$ cat src/rtl/mux_select_sequencer.sv
// ---------------------------------------------------------------------------
// mux_select_sequencer
//
// Control stage in front of a 4:1 multiplexer. Four sources (A..D) request
// the mux; a round-robin arbiter picks one, drives the {CTRL1,CTRL2} select
// pair, waits one settle cycle when the select actually changes, and then
// holds the selection for a programmable dwell while flagging VALID.
//
// Ports:
//   CLK        in   system clock, rising edge
//   RST_N      in   asynchronous active-low reset
//   EN         in   sequencer enable; low returns to IDLE
//   REQ[3:0]   in   per-source request (bit0=A .. bit3=D)
//   DWELL      in   hold time in cycles, sampled at each grant (0 acts as 1)
//   CTRL1      out  mux select MSB
//   CTRL2      out  mux select LSB ({CTRL1,CTRL2}: 00=A 01=B 10=C 11=D)
//   GRANT[3:0] out  one-hot granted source, zero when idle
//   VALID      out  mux output settled and selection stable
//   SWITCH     out  one-cycle pulse on the edge the select value changes
//   DBG_STATE  out  current FSM state (IDLE=0, SETTLE=1, HOLD=2)
//
// There is no valid/ready handshake here: REQ is a level request that the
// source keeps asserted for as long as it wants the mux; dropping it while
// granted releases the mux at the next edge.
// ---------------------------------------------------------------------------
module mux_select_sequencer #(
    parameter int DWELL_W = 8
) (
    input  logic               CLK,
    input  logic               RST_N,
    input  logic               EN,
    input  logic [3:0]         REQ,
    input  logic [DWELL_W-1:0] DWELL,
    output logic               CTRL1,
    output logic               CTRL2,
    output logic [3:0]         GRANT,
    output logic               VALID,
    output logic               SWITCH,
    output logic [1:0]         DBG_STATE
);

    typedef enum logic [1:0] {
        IDLE   = 2'd0,
        SETTLE = 2'd1,
        HOLD   = 2'd2
    } state_t;

    // Registered state
    state_t               r_state;
    logic [1:0]           r_ptr;
    logic [DWELL_W-1:0]   r_cnt;     // VALID cycles remaining, including the current one
    logic [1:0]           r_ctrl;
    logic [3:0]           r_grant;
    logic                 r_valid;
    logic                 r_switch;

    // Next-state values
    state_t               w_nxt_state;
    logic [1:0]           w_nxt_ptr;
    logic [DWELL_W-1:0]   w_nxt_cnt;
    logic [1:0]           w_nxt_ctrl;
    logic [3:0]           w_nxt_grant;
    logic                 w_nxt_valid;
    logic                 w_nxt_switch;

    // Arbitration helpers
    logic [1:0]           w_win;
    logic                 w_any;
    logic                 w_gnt_req;
    logic                 w_arb;
    logic [DWELL_W-1:0]   w_load;
    logic [1:0]           w_idx;

    assign w_any     = |REQ;
    // While granted, r_ctrl is the granted source index.
    assign w_gnt_req = REQ[r_ctrl];
    assign w_load    = (DWELL == '0) ? DWELL_W'(1) : DWELL;

    // Round-robin search PTR+1, PTR+2, PTR+3, PTR. Walking from the farthest
    // offset down lets the nearest set bit overwrite the result last.
    always_comb begin
        w_win = r_ptr + 2'd1;
        w_idx = '0;
        for (int k = 4; k >= 1; k--) begin
            w_idx = r_ptr + 2'(k);
            if (REQ[w_idx]) begin
                w_win = w_idx;
            end
        end
    end

    // Next-state / output logic
    always_comb begin
        w_nxt_state  = r_state;
        w_nxt_ptr    = r_ptr;
        w_nxt_cnt    = r_cnt;
        w_nxt_ctrl   = r_ctrl;
        w_nxt_grant  = r_grant;
        w_nxt_valid  = r_valid;
        w_nxt_switch = 1'b0;
        w_arb        = 1'b0;

        case (r_state)
            IDLE: begin
                w_nxt_grant = 4'b0000;
                w_nxt_valid = 1'b0;
                if (EN && w_any) begin
                    w_arb = 1'b1;
                end
            end

            SETTLE: begin
                if (!EN || !w_gnt_req) begin
                    w_nxt_state = IDLE;
                    w_nxt_grant = 4'b0000;
                    w_nxt_valid = 1'b0;
                end else begin
                    w_nxt_state = HOLD;
                    w_nxt_valid = 1'b1;
                end
            end

            HOLD: begin
                if (!EN) begin
                    w_nxt_state = IDLE;
                    w_nxt_grant = 4'b0000;
                    w_nxt_valid = 1'b0;
                end else if (!w_gnt_req || (r_cnt <= DWELL_W'(1))) begin
                    // Dwell over (or released early): re-arbitrate this edge.
                    if (w_any) begin
                        w_arb = 1'b1;
                    end else begin
                        w_nxt_state = IDLE;
                        w_nxt_grant = 4'b0000;
                        w_nxt_valid = 1'b0;
                    end
                end else begin
                    w_nxt_cnt = r_cnt - DWELL_W'(1);
                end
            end

            default: begin
                w_nxt_state = IDLE;
                w_nxt_grant = 4'b0000;
                w_nxt_valid = 1'b0;
            end
        endcase

        if (w_arb) begin
            w_nxt_ptr   = w_win;
            w_nxt_cnt   = w_load;
            w_nxt_grant = 4'b0001 << w_win;
            if (w_win != r_ctrl) begin
                // Select changes: the mux needs a settle cycle before VALID.
                w_nxt_ctrl   = w_win;
                w_nxt_switch = 1'b1;
                w_nxt_state  = SETTLE;
                w_nxt_valid  = 1'b0;
            end else begin
                // Select already there: go straight to HOLD, VALID continuous.
                w_nxt_state = HOLD;
                w_nxt_valid = 1'b1;
            end
        end
    end

    always_ff @(posedge CLK or negedge RST_N) begin
        if (!RST_N) begin
            r_state  <= IDLE;
            r_ptr    <= 2'd3;
            r_cnt    <= '0;
            r_ctrl   <= 2'b00;
            r_grant  <= 4'b0000;
            r_valid  <= 1'b0;
            r_switch <= 1'b0;
        end else begin
            r_state  <= w_nxt_state;
            r_ptr    <= w_nxt_ptr;
            r_cnt    <= w_nxt_cnt;
            r_ctrl   <= w_nxt_ctrl;
            r_grant  <= w_nxt_grant;
            r_valid  <= w_nxt_valid;
            r_switch <= w_nxt_switch;
        end
    end

    assign CTRL1     = r_ctrl[1];
    assign CTRL2     = r_ctrl[0];
    assign GRANT     = r_grant;
    assign VALID     = r_valid;
    assign SWITCH    = r_switch;
    assign DBG_STATE = r_state;

endmodule

$ cat config.mk
export PLATFORM = sky130hd
export DESIGN_NAME = mux_select_sequencer
export DESIGN_NICKNAME = d
export VERILOG_FILES = /design/src/rtl/mux_select_sequencer.sv
export SDC_FILE = /design/constraint.sdc
export NUM_CORES = 1
export LEC_CHECK = 0
export ABC_AREA = 1
export CORE_ASPECT_RATIO = 1.1
export CORE_MARGIN = 1.5
export CORE_UTILIZATION = 48
export DETAILED_ROUTE_END_ITERATION = 6
export PLACE_DENSITY = 0.71
export RECOVER_POWER = 100
export SYNTH_ARGS = -nofsm -noshare
export SYNTH_HDL_FRONTEND = slang
export SYNTH_SLANG_ARGS = --single-unit
$ cat constraint.sdc
create_clock -name CLK -period 1.8 [get_ports CLK]
set_input_delay 0.54 -clock CLK [delete_from_list [all_inputs] [get_ports CLK]]
set_output_delay 0.54 -clock CLK [all_outputs]
set_load 0.01 [all_outputs]
# == Word-level counts from Yosys, hierarchy flattened ==
# Cells that the tools add are included.
# word_totals
ff_bits,20
in_bits,15
out_inout_bits,10
wordCells,87
# classes
add_sub_neg,4
magnitude_cmp,6
n_eq_ne,8
shift,1
mux,46
reduce_logical,15
# ops
cell,count
8-bit two-way mux,5
2-bit two-way mux,10
4-bit two-way mux,5
1-bit two-way mux,17
"2-bit by 3-bit < comparator with 1-bit output, second input constant",5
1-bit binary-select mux with 2-bit select,5
3-bit AND reduction,3
"8-bit by 1-bit <= comparator with 1-bit output, second input constant",1
8-bit logical NOT,1
"4-bit inequality test, second input constant",2
4-bit case mux with 2 select lines,1
"8-bit by 1-bit subtractor with 8-bit output, second input constant",1
2-bit case mux with 3 select lines,1
"2-bit adder, second input constant",2
"2-bit inequality test, second input constant",2
1-bit case mux with 2 select lines,2
2-bit AND reduction,2
2-bit nonzero test,2
4-bit OR reduction,1
"1-bit by 2-bit left shift with 4-bit output, first input constant",1
"3-bit inequality test, second input constant",1
"2-bit by 1-bit adder with 2-bit output, second input constant",1
"2-bit by 1-bit equality test with 1-bit output, second input constant",1
"2-bit equality test, second input constant",1
other kinds (5),7

# == Longest topological paths before layout ==
# depth
ltp_word,9
mapped_depth,15
mapped_depth_nobuf,14

# == Worst setup path after synthesis ==
# No wires, ideal clock.
# synth_timing
kind,reg-to-reg
startpoint,register r_cnt[0]
endpoint,register r_cnt[0]
setup_time_ns,0.122
t_arrival_ns,1.527
required_time_ns,1.678
setup_slack_ns,0.151
stages_incl_launch_ff,11
path_buffers,1
period_less_slack_ns,1.649
path_cell_list,dfrtp_1 inv_1 ha_1 o21a_1 a21oi_2 nand2_2 nand3_4 inv_4 buf_6 o211ai_2 o21ai_2
# synth_via
elab_chain_cells,7
word_cells_on_any_way,14
cone_classes,add/sub (1); order compare (1); eq/ne (1); mux (7); reduce/logical (4)
# synth_lines
item,line,rtl
from (decl),51,logic [DWELL_W-1:0] r_cnt;
from (signal assigned),179,r_cnt <= w_nxt_cnt;
8-bit by 1-bit <= comparator with 1-bit output,128,end else if (!w_gnt_req || (r_cnt <= DWELL_W'(1))) begin
1-bit logical OR,128,
1-bit two-way mux,128,
1-bit two-way mux,124,if (!EN) begin
1-bit case mux with 2 select lines,103,case (r_state)
2-bit inequality test (no source line) or 2-bit nonzero test (tied branches),--,
3-bit AND reduction (no source line),--,
# Parallel ways exist; a longest one is shown, timed or not. The select of a mux whose other input is x is not followed.
# A chain may end at the register's enable or synchronous reset.

# == Final worst setup path ==
# layout_timing
startpoint,register r_ptr[0]
endpoint,"register r_state[1], in the netlist DBG_STATE[1]"
# layout_via
elab_chain_cells,9
word_cells_on_any_way,18
cone_classes,add/sub (3); eq/ne (1); mux (14)
# layout_lines
item,line,rtl
from (decl),50,logic [1:0] r_ptr;
from (signal assigned),178,r_ptr <= w_nxt_ptr;
2-bit adder or 1-bit binary-select mux with 2-bit select (tied branches),"85, 86",
1-bit binary-select mux with 2-bit select or 1-bit two-way mux (tied branches),86,if (REQ[w_idx]) begin
1-bit two-way mux (implied by the code) or 2-bit two-way mux (tied branches),86,
2-bit two-way mux (2 in series),86,
2-bit two-way mux (*),86,
2-bit inequality test (*),153,if (w_win != r_ctrl) begin
2-bit two-way mux (*),153,
2-bit two-way mux (*),149,if (w_arb) begin
to (signal assigned),177,r_state <= w_nxt_state;
to (decl),49,state_t r_state;
# Every way passes the cells marked *; elsewhere a longest branch is shown, timed or not. The select of a mux whose other input is x is not followed.

==> metrics.cfg <==
[worst_setup_path]
reg2reg_depth=12
cp.required_ns=2.00
arrival_ns=2.01
setup.worst_path.start_class=register
worstPathMaxFanout=6
startpoint=r_ptr[0]$_DFFE_PN1P_
cp-end-kind=register
critical_path_class=reg2reg
rr_startpoint=r_ptr[0]$_DFFE_PN1P_

[yosys]
synth_cells=183
synth_nets=200
synth.area.top_cells=dfrtp_1, nand2_1, nand2_2
synth_top_area_share_pct=31.8
yosysUniqueCellTypes=34
ys_warn_count=0
synth_area_sq_um=1420
synth-seq-area-share_pct=35.5
syn_area_per_cell_sq_um=7.73
yosysTopAreaCell=dfrtp_1
synth-seq-cells=20

[global_route]
grt_max_degree=21
grt_pass1_vias=1341
gr-total-overflow=0
grt_pass1_wl_mm=5.63
antenna_found_initial=0
grt_util_all_layers_pct=23.7

[detailed_routing]
drt_wl_total_mm=3.81
wl_per_cell_um=14.3
ant_nets=0
drtIter0Drc=37
drc=0
vias=1442
viasPerCell=5.42
drt-pass1-iter-count=4

[sta]
setup_ws_ns=-0.00926
finalHoldViolCount=0
min_period_ns=1.81
finClkSkew_ns=0.0137
tightest_slew_ns=0.350
timing.fmax_mhz=553
tns_ns=-0.00926
finalCritPeriodShare_pct=101
slew_headroom_pct=76.5
hold-worst-slack_ns=0.508
setup_viol=1
maxSlewViolCount=0
grt_setup_unrepaired=true

[placement]
globalplace.congestion=0.865
dp.cells=248
place_hpwl_mm=2.56
placed_area_sq_um=1750
port_buffers=24

[clocking]
path_clk_slew_ns=0.13
cts_buffer_depth=2
cts_tree=built
hold_buffers=0
clock-sinks=20
clockRootBuffer=clkbuf_4
clk_latency_ns=0.30
cts_max_level=1
cts_buffers=3

[floorplanning]
initial_core_util_pct=50.9
fp.dieH_um=59.9
die_w_um=54.8
num_rows=20
coreArea_sq_um=2780
die-area_sq_um=3280
io_pins=25

[cells_and_area]
area.growth.synth_to_final_pct=39.3
layout_commonest_cell=nand2_1
multi_input_area_sq_um=823
layout_common_cells=nand2_1, buf_4, inv_1
stdcell_count=266
seqCellArea_sq_um=504
fin_area_sq_um=1970
fin_nets=251
nFillCells=231
insertedDiodeCount=0
final_util_pct=70.9
drive_gt1_share_pct=35.6

[run]
cap_violations=0

[pwr]
power.density_nw_per_um2=1790
max-vdd-ir-drop_uv=1110
p_leak_nw=0.984

[hold_path]
worstHoldStart=GRANT[0]$_DFFE_PN0P_
min_path_cells=2
hold_class=reg2reg

[outcome]
failed_checks=setup timing
status=complete, but fails checks

==> Yosys cell counts (all sizes together) <==
cell type  number
xnor2           1
nand3          19
xor2            2
ha              2
a21oi           4
nor2            5
nand4           2
o211ai          5
a31oi           2
nor4            2
dfrtp          18
nand2          64
dfstp           2
o21ai          16
o31ai           1
o21a            1
nor3            5
inv            28
buf             4
==> path summary, 6_finish.rpt <==
path | end | slack (ns)
max | DBG_STATE[1]$_DFFE_PN0P_ | -0.009
min | GRANT[0]$_DFFE_PN0P_ | 0.51
max reg2reg | DBG_STATE[1]$_DFFE_PN0P_ | -0.009
min reg2reg | GRANT[0]$_DFFE_PN0P_ | 0.51
max in group asynchronous | r_ptr[1]$_DFFE_PN1P_ | 0.88
min in group asynchronous | DBG_STATE[0]$_DFFE_PN0P_ | 0.63
==> power breakdown <==
part	internal (W)	switching, W	leakage, nW
Clock	0.0000862	0.000144	0.0150
Sequential	0.000675	0.000189	0.245
Combinational	0.00104	0.00139	0.724
==> kinds of logic after synthesis <==
group,count (synthesis),share of synthesized area [%]
and+or+nand+nor,97,35.7
buffers and inverters,32,11.1
AOI/OAI and AO/OA,29,14.1
DFF,20,35.5
xor gates and xnor gates,3,1.86
adders and majority gates,2,1.77
==> critical path: stages, from the launching register on <==
cell,delay [ns]
dfstp_2,0.66
buf_6,0.15
nand2_1,0.07
nand3_1,0.12
nand2_1,0.08
nand3_2,0.08
nand2_2,0.07
nand2_2,0.06
nand2_2,0.08
nand3_1,0.12
nand2_4,0.08
nand3_2,0.07
nand3_1,0.07
==> metal layers <==
metal / share of wire [%] / GRT usage, % / up-vias / wire length (um)
li1: - / - / 695 / -
met1: 39 / 27.8 / 683 / 1500
met2: 52 / 42.2 / 49 / 2000
met3: 4.5 / 2.50 / 15 / 171
met4: 3.7 / 10.7 / 0 / 140
met5: 0 / 0 / - / 0
==> per-stage QoR <==
stage                     setup WS, ns  total power [W]
final                         -0.00926          0.00352
after global routing           -0.0706          0.00377
after CTS                      0.00240          0.00327
after detailed placement        -0.683          0.00290
after global placement          -0.580          0.00283
after floorplan                  0.151          0.00228
==> area by class of cell <==
type                       count  area share (%)
timing repair buffer          49            23.0
sequential                    20            25.6
clock buffer                   4            1.33
multi-input combinational    132            41.8
tap                           33            2.10
inverter                      28            6.22
==> state kept, by name, indices dropped and copies added, names as in the netlist <==
name and flops:
VALID 1, DBG_STATE 2, r_cnt 8, SWITCH 1, r_ptr 2, GRANT 4, r_ctrl 2
==> repair_timing <==
action,in CTS,in global routing
setup endpoints to repair,24,20
cloned,1,0
buffers inserted,7,6
pin swaps,3,13
resized for setup,12,28
No activity file was read; power rests on OpenSTA's default activity.
